<file path="src/rtl/irr_defs.vh">
// Channel indices shared by the threshold conditioner and the irrigation comparator wrapper.
`ifndef IRR_DEFS_VH
`define IRR_DEFS_VH
localparam int CH_AIR_T  = 0;
localparam int CH_SOIL_T = 1;
localparam int CH_AIR_H  = 2;
localparam int CH_SOIL_M = 3;
localparam int NUM_CH    = 4;
`endif

</file>
<file path="src/rtl/sensor_threshold_conditioner_pkg.sv">
// Shared constants and types for the sensor threshold conditioner.
package sensor_threshold_conditioner_pkg;
    `include "irr_defs.vh"

    typedef logic [NUM_CH-1:0] ch_vec_t;
endpackage

</file>
<file path="src/rtl/sensor_threshold_conditioner_channel.sv">
// One channel: hysteresis compare against set/clear thresholds plus N-sample persistence.
module sensor_channel_cond #(
    parameter int DATA_W     = 8,
    parameter int DEBOUNCE_N = 3
) (
    input  logic              clk,
    input  logic              rst,
    input  logic              sample_valid,
    input  logic              clear,
    input  logic [DATA_W-1:0] raw,
    input  logic [DATA_W-1:0] thr_hi,
    input  logic [DATA_W-1:0] thr_lo,
    output logic              active,
    output logic              cfg_err
);
    localparam int CW = $clog2(DEBOUNCE_N + 1);
    localparam logic [CW-1:0] LAST = CW'(DEBOUNCE_N - 1);

    logic [CW-1:0]     cnt;
    logic [DATA_W-1:0] lo_eff;
    logic              cand;

    // An inverted threshold pair collapses to a single level rather than a dead band.
    always_comb begin
        lo_eff = (thr_lo > thr_hi) ? thr_hi : thr_lo;
        cand   = active ? (raw >= lo_eff) : (raw >= thr_hi);
    end

    always_ff @(posedge clk) begin
        if (rst) begin
            active  <= 1'b0;
            cnt     <= '0;
            cfg_err <= 1'b0;
        end else if (sample_valid) begin
            cfg_err <= (thr_lo > thr_hi);
            if (cand == active) begin
                cnt <= '0;
            end else if (cnt == LAST) begin
                active <= ~active;
                cnt    <= '0;
            end else begin
                cnt <= cnt + CW'(1);
            end
        end else if (clear) begin
            active <= 1'b0;
            cnt    <= '0;
        end
    end
endmodule

</file>
<file path="src/rtl/sensor_threshold_conditioner.sv">
// Four-channel sensor conditioner with a staleness watchdog feeding the irrigation comparator.
module sensor_threshold_conditioner
    import sensor_threshold_conditioner_pkg::*;
#(
    parameter int DATA_W     = 8,
    parameter int DEBOUNCE_N = 3,
    parameter int TIMEOUT    = 1024
) (
    input  logic                     clk,
    input  logic                     rst,
    input  logic                     sample_valid,
    input  logic [DATA_W-1:0]        raw_air_temp,
    input  logic [DATA_W-1:0]        raw_soil_temp,
    input  logic [DATA_W-1:0]        raw_air_hum,
    input  logic [DATA_W-1:0]        raw_soil_moist,
    input  logic [NUM_CH*DATA_W-1:0] thr_hi,
    input  logic [NUM_CH*DATA_W-1:0] thr_lo,
    output logic                     AirTemperature,
    output logic                     SoilTemprature,
    output logic                     AirHumidity,
    output logic                     SoilMoisture,
    output logic                     out_valid,
    output logic                     stale,
    output logic [NUM_CH-1:0]        cfg_err
);
    localparam int WD_W = $clog2(TIMEOUT + 1);
    localparam logic [WD_W-1:0] WD_MAX  = WD_W'(TIMEOUT);
    localparam logic [WD_W-1:0] WD_LAST = WD_W'(TIMEOUT - 1);

    logic [WD_W-1:0]         wd;
    logic                    timeout_hit;
    ch_vec_t                 active;
    logic [NUM_CH-1:0][DATA_W-1:0] raw;

    always_comb begin
        raw            = '0;
        raw[CH_AIR_T]  = raw_air_temp;
        raw[CH_SOIL_T] = raw_soil_temp;
        raw[CH_AIR_H]  = raw_air_hum;
        raw[CH_SOIL_M] = raw_soil_moist;
    end

    // A sample arriving on the expiry cycle takes priority over the timeout.
    assign timeout_hit = !sample_valid && (wd == WD_LAST);

    always_ff @(posedge clk) begin
        if (rst) begin
            wd        <= '0;
            stale     <= 1'b0;
            out_valid <= 1'b0;
        end else begin
            out_valid <= sample_valid;
            if (sample_valid) begin
                wd    <= '0;
                stale <= 1'b0;
            end else if (wd != WD_MAX) begin
                wd <= wd + WD_W'(1);
                if (timeout_hit) stale <= 1'b1;
            end
        end
    end

    for (genvar c = 0; c < NUM_CH; c++) begin : g_ch
        sensor_channel_cond #(
            .DATA_W    (DATA_W),
            .DEBOUNCE_N(DEBOUNCE_N)
        ) u_ch (
            .clk         (clk),
            .rst         (rst),
            .sample_valid(sample_valid),
            .clear       (timeout_hit),
            .raw         (raw[c]),
            .thr_hi      (thr_hi[c*DATA_W +: DATA_W]),
            .thr_lo      (thr_lo[c*DATA_W +: DATA_W]),
            .active      (active[c]),
            .cfg_err     (cfg_err[c])
        );
    end

    assign AirTemperature = active[CH_AIR_T];
    assign SoilTemprature = active[CH_SOIL_T];
    assign AirHumidity    = active[CH_AIR_H];
    assign SoilMoisture   = active[CH_SOIL_M];
endmodule

</file>
<file path="config.mk">
export PLATFORM = sky130hd
export DESIGN_NAME = sensor_threshold_conditioner
export DESIGN_NICKNAME = d
export VERILOG_FILES = /design/src/rtl/sensor_threshold_conditioner_pkg.sv /design/src/rtl/sensor_threshold_conditioner_channel.sv /design/src/rtl/sensor_threshold_conditioner.sv
export VERILOG_INCLUDE_DIRS = /design/src /design/src/rtl
export SDC_FILE = /design/constraint.sdc
export NUM_CORES = 1
export LEC_CHECK = 0
export BUFFER_PORTS_ARGS = -buffer_cell sky130_fd_sc_hd__buf_2
export CAP_MARGIN = 20
export CORE_MARGIN = 4
export CORE_UTILIZATION = 50
export CTS_BUF_LIST = sky130_fd_sc_hd__clkbuf_4 sky130_fd_sc_hd__clkbuf_8
export CTS_CLUSTER_SIZE = 20
export DETAILED_ROUTE_END_ITERATION = 6
export PLACE_DENSITY = 0.77
export SLEW_MARGIN = 25
export SYNTH_ARGS = -nofsm -noshare
export SYNTH_HDL_FRONTEND = slang
export SYNTH_SLANG_ARGS = --single-unit
</file>
<file path="constraint.sdc">
create_clock -name clk -period 3.2 [get_ports clk]
set_input_delay 0.16 -clock clk [delete_from_list [all_inputs] [get_ports clk]]
set_output_delay 0.16 -clock clk [all_outputs]
set_load 0.01 [all_outputs]
</file>
==> impl_metrics.yaml, run 1 <==
run_status:
  status: "complete, no violations"
die:
  design.core.area_sq_mm: 0.00725
  fp.dieW_um: 94.5
  die_area_sq_mm: 0.00892
  die_height_um: 94.5
  boundaryPins: 109
  row_count: 31
  floorplan.initialDensity: 0.515
yosys:
  syn_inst: 434
  seq_area_frac_synth: 0.155
  synth_top_flop_cell: "dfxtp_1"
  synth-edff-count: 0
  synth_seq_cells: 29
  synth_area_leader_cell: "ha_1"
  ys.warnings.count: 0
  netlist.area_leader.share: 0.328
  yosys.cell_types.count: 54
  synthArstFlopShare: 0
  postSynthNetCount: 631
  post_synth_main_area_contributors: "ha_1 (33%), dfxtp_1 (16%), mux2i_1 (7.8%), inv_1 (4.0%), a21oi_1 (3.3%)"
  syn_avg_cell_area_sq_um: 8.61
  syn-cell-area_sq_mm: 0.00374
placement:
  gp_routability_congestion: 0.845
  place_hpwl_um: 7510
  numPortBuffers: 108
grt:
  grt_util_met3: 0.0422
  grt_first_pass_wirelength_um: 14500
  global_route.peak_usage_layer: "met2"
  grt_pass1_vias: 3476
  grt_use_met1: 0.246
  grt_antenna_before_repair: 0
  grt.total_usage: 0.195
  gr-total-overflow: 0
  grt_start_max_net_pins: 10
  global_route.usage.met2: 0.351
route:
  vias_per_cell: 5.36
  detail_route.wirelength_um: 8550
  drt-pass1-iter-count: 5
  drtIter0Drc: 52
  drt.antenna.violating_nets: 0
  vias: 3457
  post-route-drc-count: 0
  avgRoutedWirePerCell_um: 13.3
power:
  clock_power_share: 0.253
  seq_power_share: 0.329
  intPower_mw: 0.771
  power.net_switching_mw: 0.392
  vdd_ir_drop_max_uv: 187
  combinationalPowerShare: 0.418
  power.share.switching: 0.337
  total_leakage_power_nw: 2.38
  power.density_mw_per_mm2: 260
sta:
  max_clock_freq_mhz: 338
  slew_headroom: 0.659
  worstMarginPinSlew_ps: 509
  period_minus_slack_ps: 2950
  final.hold.worst_slack_ps: 262
  final_hold_viol_count: 0
  rsz_0062_raised_after_global_routing: "false"
  setup_viol_count_final: 0
  pins_over_their_slew_limit: 0
  min_period_over_period: 0.923
  fin_skew_ps: 4.96
  fin_tns_setup_ps: 0
clocking:
  tritoncts: "done"
  cts_buffers: 5
  tritoncts_num_sinks: 29
  hold_buffers: 0
  cts_buffer_depth: 2
  postCtsSetupBuffers: 0
  cts.root.buffer_cell: "clkbuf_8"
  clk_pin_slew_ps: 60
  resized_cells_post_cts: 0
  clock_insertion_delay_at_the_later_pin_of_the_skew_report_ps: 280
  h_tree_depth: 2
final_layout:
  fillCellCount: 648
  antennaDiodeCount: 0
  nets: 742
  area_growth_syn_to_layout_pct: 19.4
  most-common-layout-cells: "buf_2 (108), ha_1 (98), inv_1 (40), mux2i_1 (29), dfxtp_1 (29)"
  layout.cells.most_common: "buf_2"
  layout-drive-gt1-share: 0.240
setup_path:
  timing.critical_path.arrival_ps: 3170
  critPathMostFrequentCell: "a21oi_1"
  timing.critical_path.slowest_cell_delay_ps: 490
  worstSetupStartpointType: "input port"
  series_of_cell_instances_along_the_critical_path: "buf_2 > inv_1 > ha_1 > a21o_1 > a21oi_1 > nor2b_1 > o22ai_1 > o31a_1 > buf_4 > mux2i_1 > ha_1 > a21oi_1 > a21oi_1 > a221oi_2 > o21ai_1 > or4_1 > o211ai_2"
  timing.critical_path.fanout_max: 6
  family_with_the_most_delay_on_the_worst_path: "compound AO/OA/AOI/OAI gates"
  worst_ep_required_time_ps: 3410
  crit_type: "input port to register"
  worst_setup_path_end_kind: "register"
  cp_max_stage_cell: "or4_1"
  worst-path-buf-inv: 3
hold_path:
  timing.hold.worst.class: "input port to register"
flow_run:
  drv.max_cap_violation_count: 0
==> layout make-up <==
| class | instances | area (sq um) | share of cell area |
|---|---|---|---|
| inverter | 41 | 154 | 0.0345 |
| clock inverter | 2 | 10.0 | 0.00224 |
| clock buffer | 6 | 76.3 | 0.0171 |
| multi-input combinational | 354 | 2940 | 0.657 |
| tap | 99 | 124 | 0.0277 |
| sequential | 29 | 581 | 0.130 |
| timing repair buffer | 114 | 586 | 0.131 |
==> stage by stage <==
stage	power (mW)	std cells	setup WS, ps	utilization	instance area, sq um
5_1_grt	1.27	645	74.5	0.616	4470
6_report	1.16	645	245	0.616	4470
4_1_cts	1.18	645	292	0.616	4470
2_1_floorplan	0.712	434	229	-	3740
3_5_place_dp	0.877	637	9.26	0.604	4380
3_3_place_gp	0.859	637	135	0.604	4380
==> registers in the layout, summed over array words and instances (netlist names) <==
register	cells
g_ch.u_ch.cnt	8
out_valid	1
stale	1
wd	11
g_ch.u_ch.cfg_err	4
g_ch.u_ch.active	4
==> per-layer routing <==
layer  part of all wire  vias to the layer above
li1                   -                     1835
met1               0.46                     1551
met2               0.49                       67
met3              0.051                        4
met4             0.0032                        0
met5                  0                        -
==> power groups by stage <==
stage	logic [mW]	registers, mW	clock network [mW]
3_5_place_dp	0.487	0.390	0
4_1_cts	0.491	0.382	0.302
5_1_grt	0.564	0.384	0.319
6_report	0.486	0.382	0.294
2_1_floorplan	0.324	0.388	0
3_3_place_gp	0.470	0.389	0
==> synth_stat cells, types with 2 or more instances <==
| cell | count |
|---|---|
| ha_1 | 98 |
| inv_1 | 40 |
| dfxtp_1 | 29 |
| mux2i_1 | 29 |
| a21oi_1 | 25 |
| nor2_1 | 25 |
| nand2_1 | 20 |
| o21ai_1 | 16 |
| a21o_1 | 12 |
| nand3_1 | 12 |
| nand4_1 | 12 |
| nor2b_1 | 12 |
| nand2b_1 | 10 |
| buf_4 | 8 |
| a22o_1 | 7 |
| o21ai_0 | 5 |
| o22ai_1 | 5 |
| o31a_1 | 5 |
| xor2_1 | 5 |
| a211oi_1 | 4 |
| mux2_1 | 4 |
| nor3_1 | 4 |
| nor3b_1 | 4 |
| o21a_1 | 4 |
| o2111ai_1 | 3 |
| o211ai_1 | 3 |
| a2111oi_0 | 2 |
| a211o_1 | 2 |
| and3_1 | 2 |
| or3_1 | 2 |
| xnor2_1 | 2 |
==> worst paths after layout <==
kind | startpoint | to | slack (ps) | depth (start not counted)
min | rst | g_ch[2].u_ch.active$_SDFFE_PP0P_ | 260 | 3
max | thr_hi[29] | g_ch[3].u_ch.active$_SDFFE_PP0P_ | 250 | 17
max reg2reg | wd[0]$_SDFFE_PP0P_ | g_ch[1].u_ch.active$_SDFFE_PP0P_ | 1520 | 6
min reg2reg | g_ch[1].u_ch.cfg_err$_SDFFE_PP0P_ | g_ch[1].u_ch.cfg_err$_SDFFE_PP0P_ | 450 | 2
==> kinds of logic after synthesis <==
kind of cell | count (synthesis) | synth area share
fa+ha+maj | 98 | 0.328
mux | 34 | 0.0927
xor+xnor | 7 | 0.0164
flops | 29 | 0.155
simple gates | 116 | 0.171
compound gates | 99 | 0.177
buf+inv | 51 | 0.0596
==> worst min-delay path, delay by kind of cell <==
kind | cells | cell delay (ps)
AND/OR/NAND/NOR | 1 | 120
buffers and inverters | 1 | 150
multiplexers | 1 | 60
Power figures use the tool's default switching activity.
==> inputs of run 2 (changes only) <==
- SYNTH_HIERARCHICAL: unset -> 1
==> impl_metrics.yaml, run 2 <==
setup_path:
  worst_ep_required_time_ps: 3410
  family_with_the_most_delay_on_the_worst_path: "compound AO/OA/AOI/OAI gates"
  cp_max_stage_cell: "mux2_2"
  rr_endpoint: "g_ch[3].u_ch/cnt[0]$_SDFFE_PP0P_"
  worstSetupStartpointType: "input port"
  worst-path-buf-inv: 2
  timing.critical_path.fanout_max: 2
  worst_setup_path_end_kind: "register"
  crit_type: "input port to register"
  regToRegStartpoint: "wd[0]$_SDFFE_PP0P_"
  timing.critical_path.arrival_ps: 2990
  series_of_cell_instances_along_the_critical_path: "buf_2 > inv_1 > ha_1 > nor2b_1 > o211ai_1 > a21oi_1 > o21ai_4 > mux2_2 > ha_1 > nand2b_4 > a2111oi_4 > o21bai_1 > a311oi_1 > a22o_1"
  timing.critical_path.slowest_cell_delay_ps: 350
  critPathMostFrequentCell: "ha_1"
  critical_path_launch_point: "thr_hi[25]"
  cp_num_cells: 14
  timing.reg2reg.setup_slack_ps: 1040
  timing.critical_path.to: "g_ch[3].u_ch/cnt[1]$_SDFFE_PP0P_"
  worst-r2r-cell-count: 7
yosys:
  synth_commonest_cells: "ha_1 (98), inv_1 (52), a21oi_1 (30)"
  netlist.area_leader.share: 0.302
  seq_area_frac_synth: 0.143
  cell_with_the_most_instances_after_synthesis: "ha_1"
  synth_seq_cells: 29
  syn_avg_cell_area_sq_um: 9.05
  syn-cell-area_sq_mm: 0.00406
  syn_inst: 448
  synth_area_leader_cell: "ha_1"
  synth_top_flop_cell: "dfxtp_1"
  postSynthNetCount: 645
  ys.warnings.count: 6
  synthArstFlopShare: 0
  synth-edff-count: 0
  post_synth_main_area_contributors: "ha_1 (30%), dfxtp_1 (14%), mux2i_1 (7.2%), inv_1 (4.8%), a21oi_1 (3.7%)"
  yosys.cell_types.count: 47
sta:
  max_clock_freq_mhz: 360
  final_hold_viol_count: 0
  slew_headroom: 0.618
  min_period_over_period: 0.869
  period_minus_slack_ps: 2780
  fin_skew_ps: 5.12
  pins_over_their_slew_limit: 0
  fin_tns_setup_ps: 0
  worstMarginPinSlew_ps: 574
  setup_viol_count_final: 0
  final.hold.worst_slack_ps: 303
  rsz_0062_raised_after_global_routing: "false"
  worst_slack_ps: 419
route:
  drt-pass1-iter-count: 4
  post-route-drc-count: 0
  vias: 3770
  vias_per_cell: 5.63
  detail_route.wirelength_um: 9420
  drt.antenna.violating_nets: 0
  drtIter0Drc: 81
  avgRoutedWirePerCell_um: 14.1
placement:
  place_hpwl_um: 8160
  placed_cells_incl_taps: 662
  numPortBuffers: 108
  detailed_place.area_sq_mm: 0.00476
  pre_cts_slack_ps: 145
  gp_routability_congestion: 0.965
die:
  row_count: 32
  floorplan.initialDensity: 0.519
  design.core.area_sq_mm: 0.00781
  die_height_um: 98.1
  fp.dieW_um: 98.1
  boundaryPins: 109
  die_area_sq_mm: 0.00961
clocking:
  postCtsSetupBuffers: 0
  resized_cells_post_cts: 0
  cts.root.buffer_cell: "clkbuf_8"
  clk_pin_slew_ps: 60
  cts_buffers: 5
  tritoncts_num_sinks: 29
  tritoncts: "done"
  hold_buffers: 0
  cts_buffer_depth: 2
  h_tree_depth: 2
  clock_insertion_delay_at_the_later_pin_of_the_skew_report_ps: 270
final_layout:
  most-common-layout-cells: "buf_2 (108), ha_1 (98), inv_1 (52), a21oi_1 (30)"
  post_layout_nonfiller_instances: 670
  fin_util: 0.620
  layout.cells.most_common: "buf_2"
  largest_registers: "wd x11, g_ch.u_ch/cnt x8"
  antennaDiodeCount: 0
  fillCellCount: 701
  nets: 764
  final_design_area_no_fill_sq_mm: 0.00484
  largest_register: "wd"
  area_growth_syn_to_layout_pct: 19.4
  largest_reg_flops: 11
  layout-drive-gt1-share: 0.273
power:
  total_leakage_power_nw: 2.43
  fin_total_pwr_mw: 1.25
  power.density_mw_per_mm2: 257
  vdd_ir_drop_max_uv: 140
grt:
  grt_start_max_net_pins: 34
  gr-total-overflow: 0
  grt_pass1_vias: 3786
  grt_antenna_before_repair: 0
  grt.total_usage: 0.194
  grt_first_pass_wirelength_um: 16300
hold_path:
  timing.hold.worst.class: "input port to register"
run_status:
  status: "complete, no violations"
flow_run:
  drv.max_cap_violation_count: 0
## run 2: cell count changes in the layout (fill, tap and decap cells not counted), sizes merged, moves of 8 or more
cell	previous run	this run
a211oi	4	12
a21o	12	1
inv	41	52
nor2	26	8
o21bai	0	8
## run 2: worst min-delay path by stage
| stage | from | to | slack (ps) | cells past startpoint |
|---|---|---|---|---|
| floorplan | rst | out_valid$_SDFF_PP0_ | 230 | 1 |
| global placement | stale$_SDFFE_PP0P_ | stale$_SDFFE_PP0P_ | 430 | 1 |
| detailed placement | stale$_SDFFE_PP0P_ | stale$_SDFFE_PP0P_ | 440 | 1 |
| CTS | rst | out_valid$_SDFF_PP0_ | 300 | 2 |
| global route | rst | out_valid$_SDFF_PP0_ | 330 | 2 |
| finish | rst | out_valid$_SDFF_PP0_ | 300 | 2 |
## run 2: kinds of logic (layout without fill, tap and decap cells)
group           after synthesis  after routing  synth area share
mux                          37             37            0.0938
buf+inv                      53            173            0.0509
xor+xnor                      3              3           0.00648
fa+ha+maj                    98             98             0.302
simple gates                110            110             0.172
compound gates              118            118             0.231
flops                        29             29             0.143
## run 2: area by class of cell
class	count	area, sq um	share of cell area
multi-input cells	366	3270	0.676
well taps	102	128	0.0264
flip-flops and latches	29	581	0.120
inverters	52	195	0.0403
clock inverters	2	10.0	0.00207
clock buffers	6	76.3	0.0158
repair buffers	113	578	0.119
## run 2: per-layer routing
| metal | global-route usage | part of all wire | up-vias | routed length (um) |
|---|---|---|---|---|
| li1 | - | - | 1946 | - |
| met5 | 0 | 0 | - | 0 |
| met3 | 0.0293 | 0.054 | 8 | 507 |
| met1 | 0.246 | 0.45 | 1718 | 4270 |
| met4 | 0.0447 | 0.010 | 0 | 97 |
| met2 | 0.345 | 0.48 | 98 | 4540 |
## run 2: where the power goes
| part | switching [mW] | leakage [nW] | internal, mW |
|---|---|---|---|
| Sequential | 0.00966 | 0.236 | 0.373 |
| Clock | 0.132 | 0.0484 | 0.159 |
| Combinational | 0.290 | 2.15 | 0.282 |
